===== src/rtl/cpu_control_seq_if.sv =====
// Memory handshake and control-word bundle between the control sequencer
// (master) and the accumulator datapath/memory side (slave).
interface cpu_control_seq_if;
  // MEM_RDY is a single-cycle completion strobe for the access the sequencer
  // is currently holding in CON. There is no request/ack pairing: the access
  // counts as done on any posedge where MEM_RDY=1 while a wait state is active.
  logic        MEM_RDY;
  logic [7:0]  IR_IN;
  logic        ACC_NEG;
  logic [31:0] CON;

  modport master (input MEM_RDY, input IR_IN, input ACC_NEG, output CON);
  modport slave  (output MEM_RDY, output IR_IN, output ACC_NEG, input CON);
endinterface


===== src/rtl/cpu_control_seq.sv =====
// Hardwired fetch/decode/execute sequencer for the accumulator CPU.
// All outputs are registered; CON always matches the state shown on STATE.
module cpu_control_seq #(
  parameter int MEM_TIMEOUT = 15,
  parameter int CNT_W       = 16
) (
  input  logic               CLK,
  input  logic               RST,
  input  logic               START,
  cpu_control_seq_if.master  bus,
  output logic [3:0]         STATE,
  output logic               HALTED,
  output logic               FAULT,
  output logic               ILLEGAL,
  output logic [CNT_W-1:0]   INSTR_CNT
);

  typedef enum logic [3:0] {
    S_IDLE = 4'd0, S_F0 = 4'd1, S_F1 = 4'd2, S_F2 = 4'd3, S_DEC = 4'd4,
    S_RD = 4'd5, S_OP = 4'd6, S_ALU = 4'd7, S_ST0 = 4'd8, S_ST1 = 4'd9,
    S_JMP = 4'd10, S_HALT = 4'd11
  } state_t;

  localparam logic [7:0] OP_STORE  = 8'h01;
  localparam logic [7:0] OP_LOAD   = 8'h02;
  localparam logic [7:0] OP_ADD    = 8'h03;
  localparam logic [7:0] OP_SUB    = 8'h04;
  localparam logic [7:0] OP_JMPGEZ = 8'h05;
  localparam logic [7:0] OP_JMP    = 8'h06;
  localparam logic [7:0] OP_HALT   = 8'h07;

  localparam logic [7:0]       WAIT_LAST = 8'(MEM_TIMEOUT - 1);
  localparam logic [CNT_W-1:0] CNT_ONE   = CNT_W'(1);

  state_t             state_q, state_d;
  logic [7:0]         wait_q, wait_d;
  logic [7:0]         op_q, op_d;
  logic [31:0]        con_q, con_d;
  logic [CNT_W-1:0]   cnt_q, cnt_d;
  logic               fault_q, fault_d;
  logic               illegal_q, illegal_d;
  logic               halted_q;
  state_t             after_wait;

  always_ff @(posedge CLK) begin
    if (RST) begin
      state_q   <= S_IDLE;
      wait_q    <= '0;
      op_q      <= '0;
      con_q     <= '0;
      cnt_q     <= '0;
      fault_q   <= 1'b0;
      illegal_q <= 1'b0;
      halted_q  <= 1'b0;
    end else begin
      state_q   <= state_d;
      wait_q    <= wait_d;
      op_q      <= op_d;
      con_q     <= con_d;
      cnt_q     <= cnt_d;
      fault_q   <= fault_d;
      illegal_q <= illegal_d;
      halted_q  <= (state_d == S_HALT);
    end
  end

  always_comb begin
    state_d    = state_q;
    wait_d     = '0;
    op_d       = op_q;
    cnt_d      = cnt_q;
    fault_d    = fault_q;
    illegal_d  = 1'b0;
    con_d      = '0;
    after_wait = S_F0;

    case (state_q)
      S_F1:    after_wait = S_F2;
      S_RD:    after_wait = S_OP;
      default: after_wait = S_F0;
    endcase

    case (state_q)
      S_IDLE: if (START) state_d = S_F0;
      S_F0:   state_d = S_F1;
      // Shared memory wait: MEM_RDY takes priority over the timeout check.
      S_F1, S_RD, S_ST1: begin
        if (bus.MEM_RDY) begin
          state_d = after_wait;
        end else if (wait_q == WAIT_LAST) begin
          state_d = S_HALT;
          fault_d = 1'b1;
        end else begin
          wait_d = wait_q + 8'd1;
        end
      end
      S_F2:   state_d = S_DEC;
      S_DEC: begin
        cnt_d = cnt_q + CNT_ONE;
        op_d  = bus.IR_IN;
        case (bus.IR_IN)
          OP_LOAD, OP_ADD, OP_SUB: state_d = S_RD;
          OP_STORE:                state_d = S_ST0;
          OP_JMP:                  state_d = S_JMP;
          OP_JMPGEZ:               state_d = bus.ACC_NEG ? S_F0 : S_JMP;
          OP_HALT:                 state_d = S_HALT;
          default: begin
            state_d   = S_F0;
            illegal_d = 1'b1;
          end
        endcase
      end
      S_OP:   state_d = S_ALU;
      S_ALU:  state_d = S_F0;
      S_ST0:  state_d = S_ST1;
      S_JMP:  state_d = S_F0;
      S_HALT: state_d = S_HALT;
      default: state_d = S_IDLE;
    endcase

    // Control word is computed for the state being entered so it is
    // registered alongside that state.
    case (state_d)
      S_F0:  con_d[0] = 1'b1;
      S_F1:  con_d[1] = 1'b1;
      S_F2:  con_d[4:2] = 3'b111;
      S_RD:  con_d[1] = 1'b1;
      S_OP:  con_d[5] = 1'b1;
      S_ALU: begin
        case (op_q)
          OP_LOAD: con_d[12] = 1'b1;
          OP_ADD:  con_d[6]  = 1'b1;
          OP_SUB:  con_d[7]  = 1'b1;
          default: con_d     = '0;
        endcase
      end
      S_ST0: con_d[8]  = 1'b1;
      S_ST1: con_d[9]  = 1'b1;
      S_JMP: con_d[10] = 1'b1;
      default: con_d = '0;
    endcase
  end

  assign bus.CON   = con_q;
  assign STATE     = state_q;
  assign HALTED    = halted_q;
  assign FAULT     = fault_q;
  assign ILLEGAL   = illegal_q;
  assign INSTR_CNT = cnt_q;

endmodule

===== src/flat_wrapper.sv =====
// flat-port wrapper written by rule: the top's interface ports become plain ports
module cpu_control_seq_flat 
#(
  parameter int MEM_TIMEOUT = 15,
  parameter int CNT_W       = 16
)
  (CLK, RST, START, STATE, HALTED, FAULT, ILLEGAL, INSTR_CNT, bus_MEM_RDY, bus_IR_IN, bus_ACC_NEG, bus_CON);
  cpu_control_seq_if bus_i ();
  input  logic CLK;
  input  logic RST;
  input  logic START;
  output logic [3:0] STATE;
  output logic HALTED;
  output logic FAULT;
  output logic ILLEGAL;
  output logic [CNT_W-1:0] INSTR_CNT;
  input wire logic [$bits(bus_i.MEM_RDY)-1:0] bus_MEM_RDY;
  input wire logic [$bits(bus_i.IR_IN)-1:0] bus_IR_IN;
  input wire logic [$bits(bus_i.ACC_NEG)-1:0] bus_ACC_NEG;
  output wire logic [$bits(bus_i.CON)-1:0] bus_CON;
  assign bus_i.MEM_RDY = bus_MEM_RDY;
  assign bus_i.IR_IN = bus_IR_IN;
  assign bus_i.ACC_NEG = bus_ACC_NEG;
  assign bus_CON = bus_i.CON;
  cpu_control_seq #(.MEM_TIMEOUT(MEM_TIMEOUT), .CNT_W(CNT_W)) u_core (.CLK(CLK), .RST(RST), .START(START), .bus(bus_i), .STATE(STATE), .HALTED(HALTED), .FAULT(FAULT), .ILLEGAL(ILLEGAL), .INSTR_CNT(INSTR_CNT));
endmodule

===== config.mk =====
export PLATFORM = sky130hd
export DESIGN_NAME = cpu_control_seq_flat
export DESIGN_NICKNAME = d
export VERILOG_FILES = /design/src/rtl/cpu_control_seq_if.sv /design/src/rtl/cpu_control_seq.sv /design/src/flat_wrapper.sv
export SDC_FILE = /design/constraint.sdc
export NUM_CORES = 1
export LEC_CHECK = 0
export CAP_MARGIN = 20
export CORE_ASPECT_RATIO = 2
export CORE_UTILIZATION = 45
export DETAILED_ROUTE_END_ITERATION = 8
export GPL_TIMING_DRIVEN = 0
export MAX_ROUTING_LAYER = met4
export PLACE_DENSITY = 0.8
export SYNTH_ARGS = -nofsm -noshare
export SYNTH_HDL_FRONTEND = slang
export SYNTH_SLANG_ARGS = --single-unit
export TNS_END_PERCENT = 5

===== constraint.sdc =====
create_clock -name CLK -period 3.6 [get_ports CLK]
set_input_delay 0.36 -clock CLK [delete_from_list [all_inputs] [get_ports CLK]]
set_output_delay 0.36 -clock CLK [all_outputs]
set_load 0.05 [all_outputs]

==> summary.md <==
| Metric | Value |
|---|---|
| Status | `completed` |
| Top-count cell post-synth | `dfxtp_1` |
| Cell taking the most area after synthesis | `dfxtp_1` |
| Share of layout cells above drive strength 1 | `0.101` |
| Pre-CTS setup slack | `1.04 ns` |
| Hold slack | `0.455 ns` |
| Area Growth Syn to Fin | `30.1%` |
| HPWL Detailed | `3.74 mm` |
| Worst setup SP type | `input port` |
| Tot Pwr | `0.00106 W` |
| Syn Area/Cell | `8.41 sq um` |
| Seq cells post-synth | `49` |
| Vias per cell | `5.09` |
| First-pass GRT wire length | `7.96 mm` |
| Setup violations, final | `0` |
| Post-synthesis sequential area ratio | `0.427` |
| Vias in the first global route | `1,900` |
| Drt wl/cell | `12.2 microns` |
| # fillers | `442` |
| Worst Clk Skew | `0.0116 ns` |
| CP Data Arrival Time | `2.51 ns` |
| Core footprint | `4910 sq um` |
| Fmax | `442 MHz` |
| R2R depth | `7` |
| RSZ-0062 raised after global routing | `no` |
| Clock root buffer | `clkbuf_8` |
| PortBufs | `46` |
| PD cells | `355 nW/um^2` |
| Max_cap viols | `0` |
| Initial core utilization | `0.468` |
| Num rows | `36` |
| Reg area | `981 sq um` |
| IO Count | `68` |
| Crit share post-route | `0.628` |
| Netlist cell types | `46` |
| Synth warnings | `0` |
| Clock latency on the worst-skew pair | `0.31 ns` |
| Via count | `2,052` |
| Antenna Cells | `0` |
| GRT Util Overall | `0.201` |
| Die area | `5410 sq um` |
| Final WL | `4.92 mm` |
| Tmin final | `2.26 ns` |
| Post-CTS Setup Bufs | `0` |
| Die X | `52.5 microns` |
| Synthesized cell area | `2300 sq um` |
| Peak supply drop | `0.000349 V` |
| Total gr overflow | `0` |
| DRT iter0 DRCs | `49` |
| Commonest cells post-synth | `dfxtp_1, nor2_1, nand2_1, buf_4, a21oi_1` |
| HP Class | `reg2reg` |
| H-tree depth | `2` |
| Drt drc | `0` |
| Post-CTS Resized | `0` |
| Required time of the critical path | `3.85 ns` |
| Setup ws final | `1.34 ns` |
| Largest net degree at the start of global routing | `16` |
| Area taken by multi-input logic gates | `1160 sq um` |
| GPL Wtd Cong | `0.928` |
| Num CTS Buffers | `5` |
| Top_reg_cell synth | `dfxtp_1` |
| WS Path Type | `in2reg` |
| Clock tree buffer depth | `2` |
| Relative max-transition margin | `0.599` |
| CTS Sinks | `49` |
| Clock transition at the registers of the reported paths | `0.09 ns` |
| CTS tree | `done` |
| CP Capture Type | `flop` |
| Final setup TNS | `0 ns` |
| Number of synthesized flops with an enable pin | `0` |
| Hold Path Cell Cnt | `2` |
| Leak | `1.18 nW` |
| Critical-path maximum fanout | `8` |
| Slew Limit Fails | `0` |
| Fraction of registers with async set/reset | `0` |
| Fin. Hold Viols | `0` |
| Least-Margin Pin Slew | `0.602 ns` |
| Post-Synthesis Cells | `273` |
| ANT nets after route | `0` |
| Synth top area share | `0.427` |
| Synth top area cells | `dfxtp_1, buf_4, xor2_1, nor2_1, nand2_1` |
| Die H | `103 microns` |
| Pre-antenna DRT Iters | `4` |
| Initial antenna violation count | `0` |
| Nets@finish | `361` |
| Hold buffers post-CTS | `0` |
==> final cells by class <==
| class | count | share of cell area |
|---|---|---|
| timing repair buffer | 46 | 0.154 |
| clock buffer | 6 | 0.0243 |
| sequential | 49 | 0.328 |
| tap | 57 | 0.0239 |
| clock inverter | 2 | 0.00503 |
| buffer | 33 | 0.0708 |
| inverter | 4 | 0.00503 |
| multi-input combinational | 206 | 0.389 |
==> logic make-up after synthesis <==
kind of cell,synth area share
buffers and inverters,0.0986
adder cells (fa/ha/maj),0.0163
AO/OA/AOI/OAI,0.104
other,0.00163
AND/OR/NAND/NOR,0.272
XOR/XNOR,0.0801
flip-flops,0.427
==> report_power, final <==
group / total, W / switching [W] / internal [W]
registers: 0.000552 / 0.00000367 / 0.000549
logic: 0.000187 / 0.000124 / 0.0000632
clock network: 0.000321 / 0.000184 / 0.000137
==> worst paths after layout <==
| kind | from | end | slack (ns) |
|---|---|---|---|
| worst max-delay path | bus_MEM_RDY | u_core.bus.CON[10] | 1.34 |
| worst max register to register | u_core.wait_q[0] | u_core.bus.CON[10] | 1.38 |
| worst min-delay path | u_core.op_q[4] | u_core.op_q[4] | 0.46 |
| worst min register to register | u_core.op_q[4] | u_core.op_q[4] | 0.46 |
==> cells in the final DEF, fill, tap and decap left out, drive strengths merged, types with 3 or more instances in the layout <==
cell | netlist | layout
a21oi | 20 | 20
nor2b | 4 | 4
conb | 1 | 20
xnor2 | 4 | 4
buf | 27 | 27
nand4 | 4 | 4
and3 | 6 | 6
nor3 | 5 | 5
nand3 | 10 | 10
or3 | 3 | 3
o21ai | 7 | 7
clkbuf | 6 | 12
inv | 4 | 4
nor2 | 38 | 38
ha | 3 | 3
clkdlybuf4s50 | 0 | 46
nand2 | 33 | 33
xor2 | 17 | 17
dfxtp | 49 | 49
==> flip-flops by register name (all words and copies together), names as in the netlist <==
name and cells:
u_core.STATE 4, u_core.op_q 8, u_core.INSTR_CNT 16, u_core.FAULT 1, u_core.bus.CON 10, u_core.wait_q 8, u_core.HALTED 1, u_core.ILLEGAL 1
==> metal layers <==
layer,routed length [microns],share of wire,vias to the layer above,GRT usage
met5,0,0,-,-
met4,145,0.030,0,0.109
met3,255,0.052,13,0.0324
met2,2700,0.55,76,0.372
met1,1810,0.37,934,0.187
li1,-,-,1029,-
==> per-stage QoR <==
step | utilization | cell area [sq um] | instances
after floorplan | - | 2370 | 292
after global placement | 0.591 | 2900 | 395
after detailed placement | 0.591 | 2900 | 395
after CTS | 0.609 | 2990 | 403
after global routing | 0.609 | 2990 | 403
final | 0.609 | 2990 | 403
==> critical path: stages <==
cell	delay (ns)
clkdlybuf4s50_1	0.55
a311o_1	0.39
a222oi_1	0.58
nand2_1	0.17
or3_1	0.36
nor2_1	0.09
No activity file was read; power rests on OpenSTA's default activity.
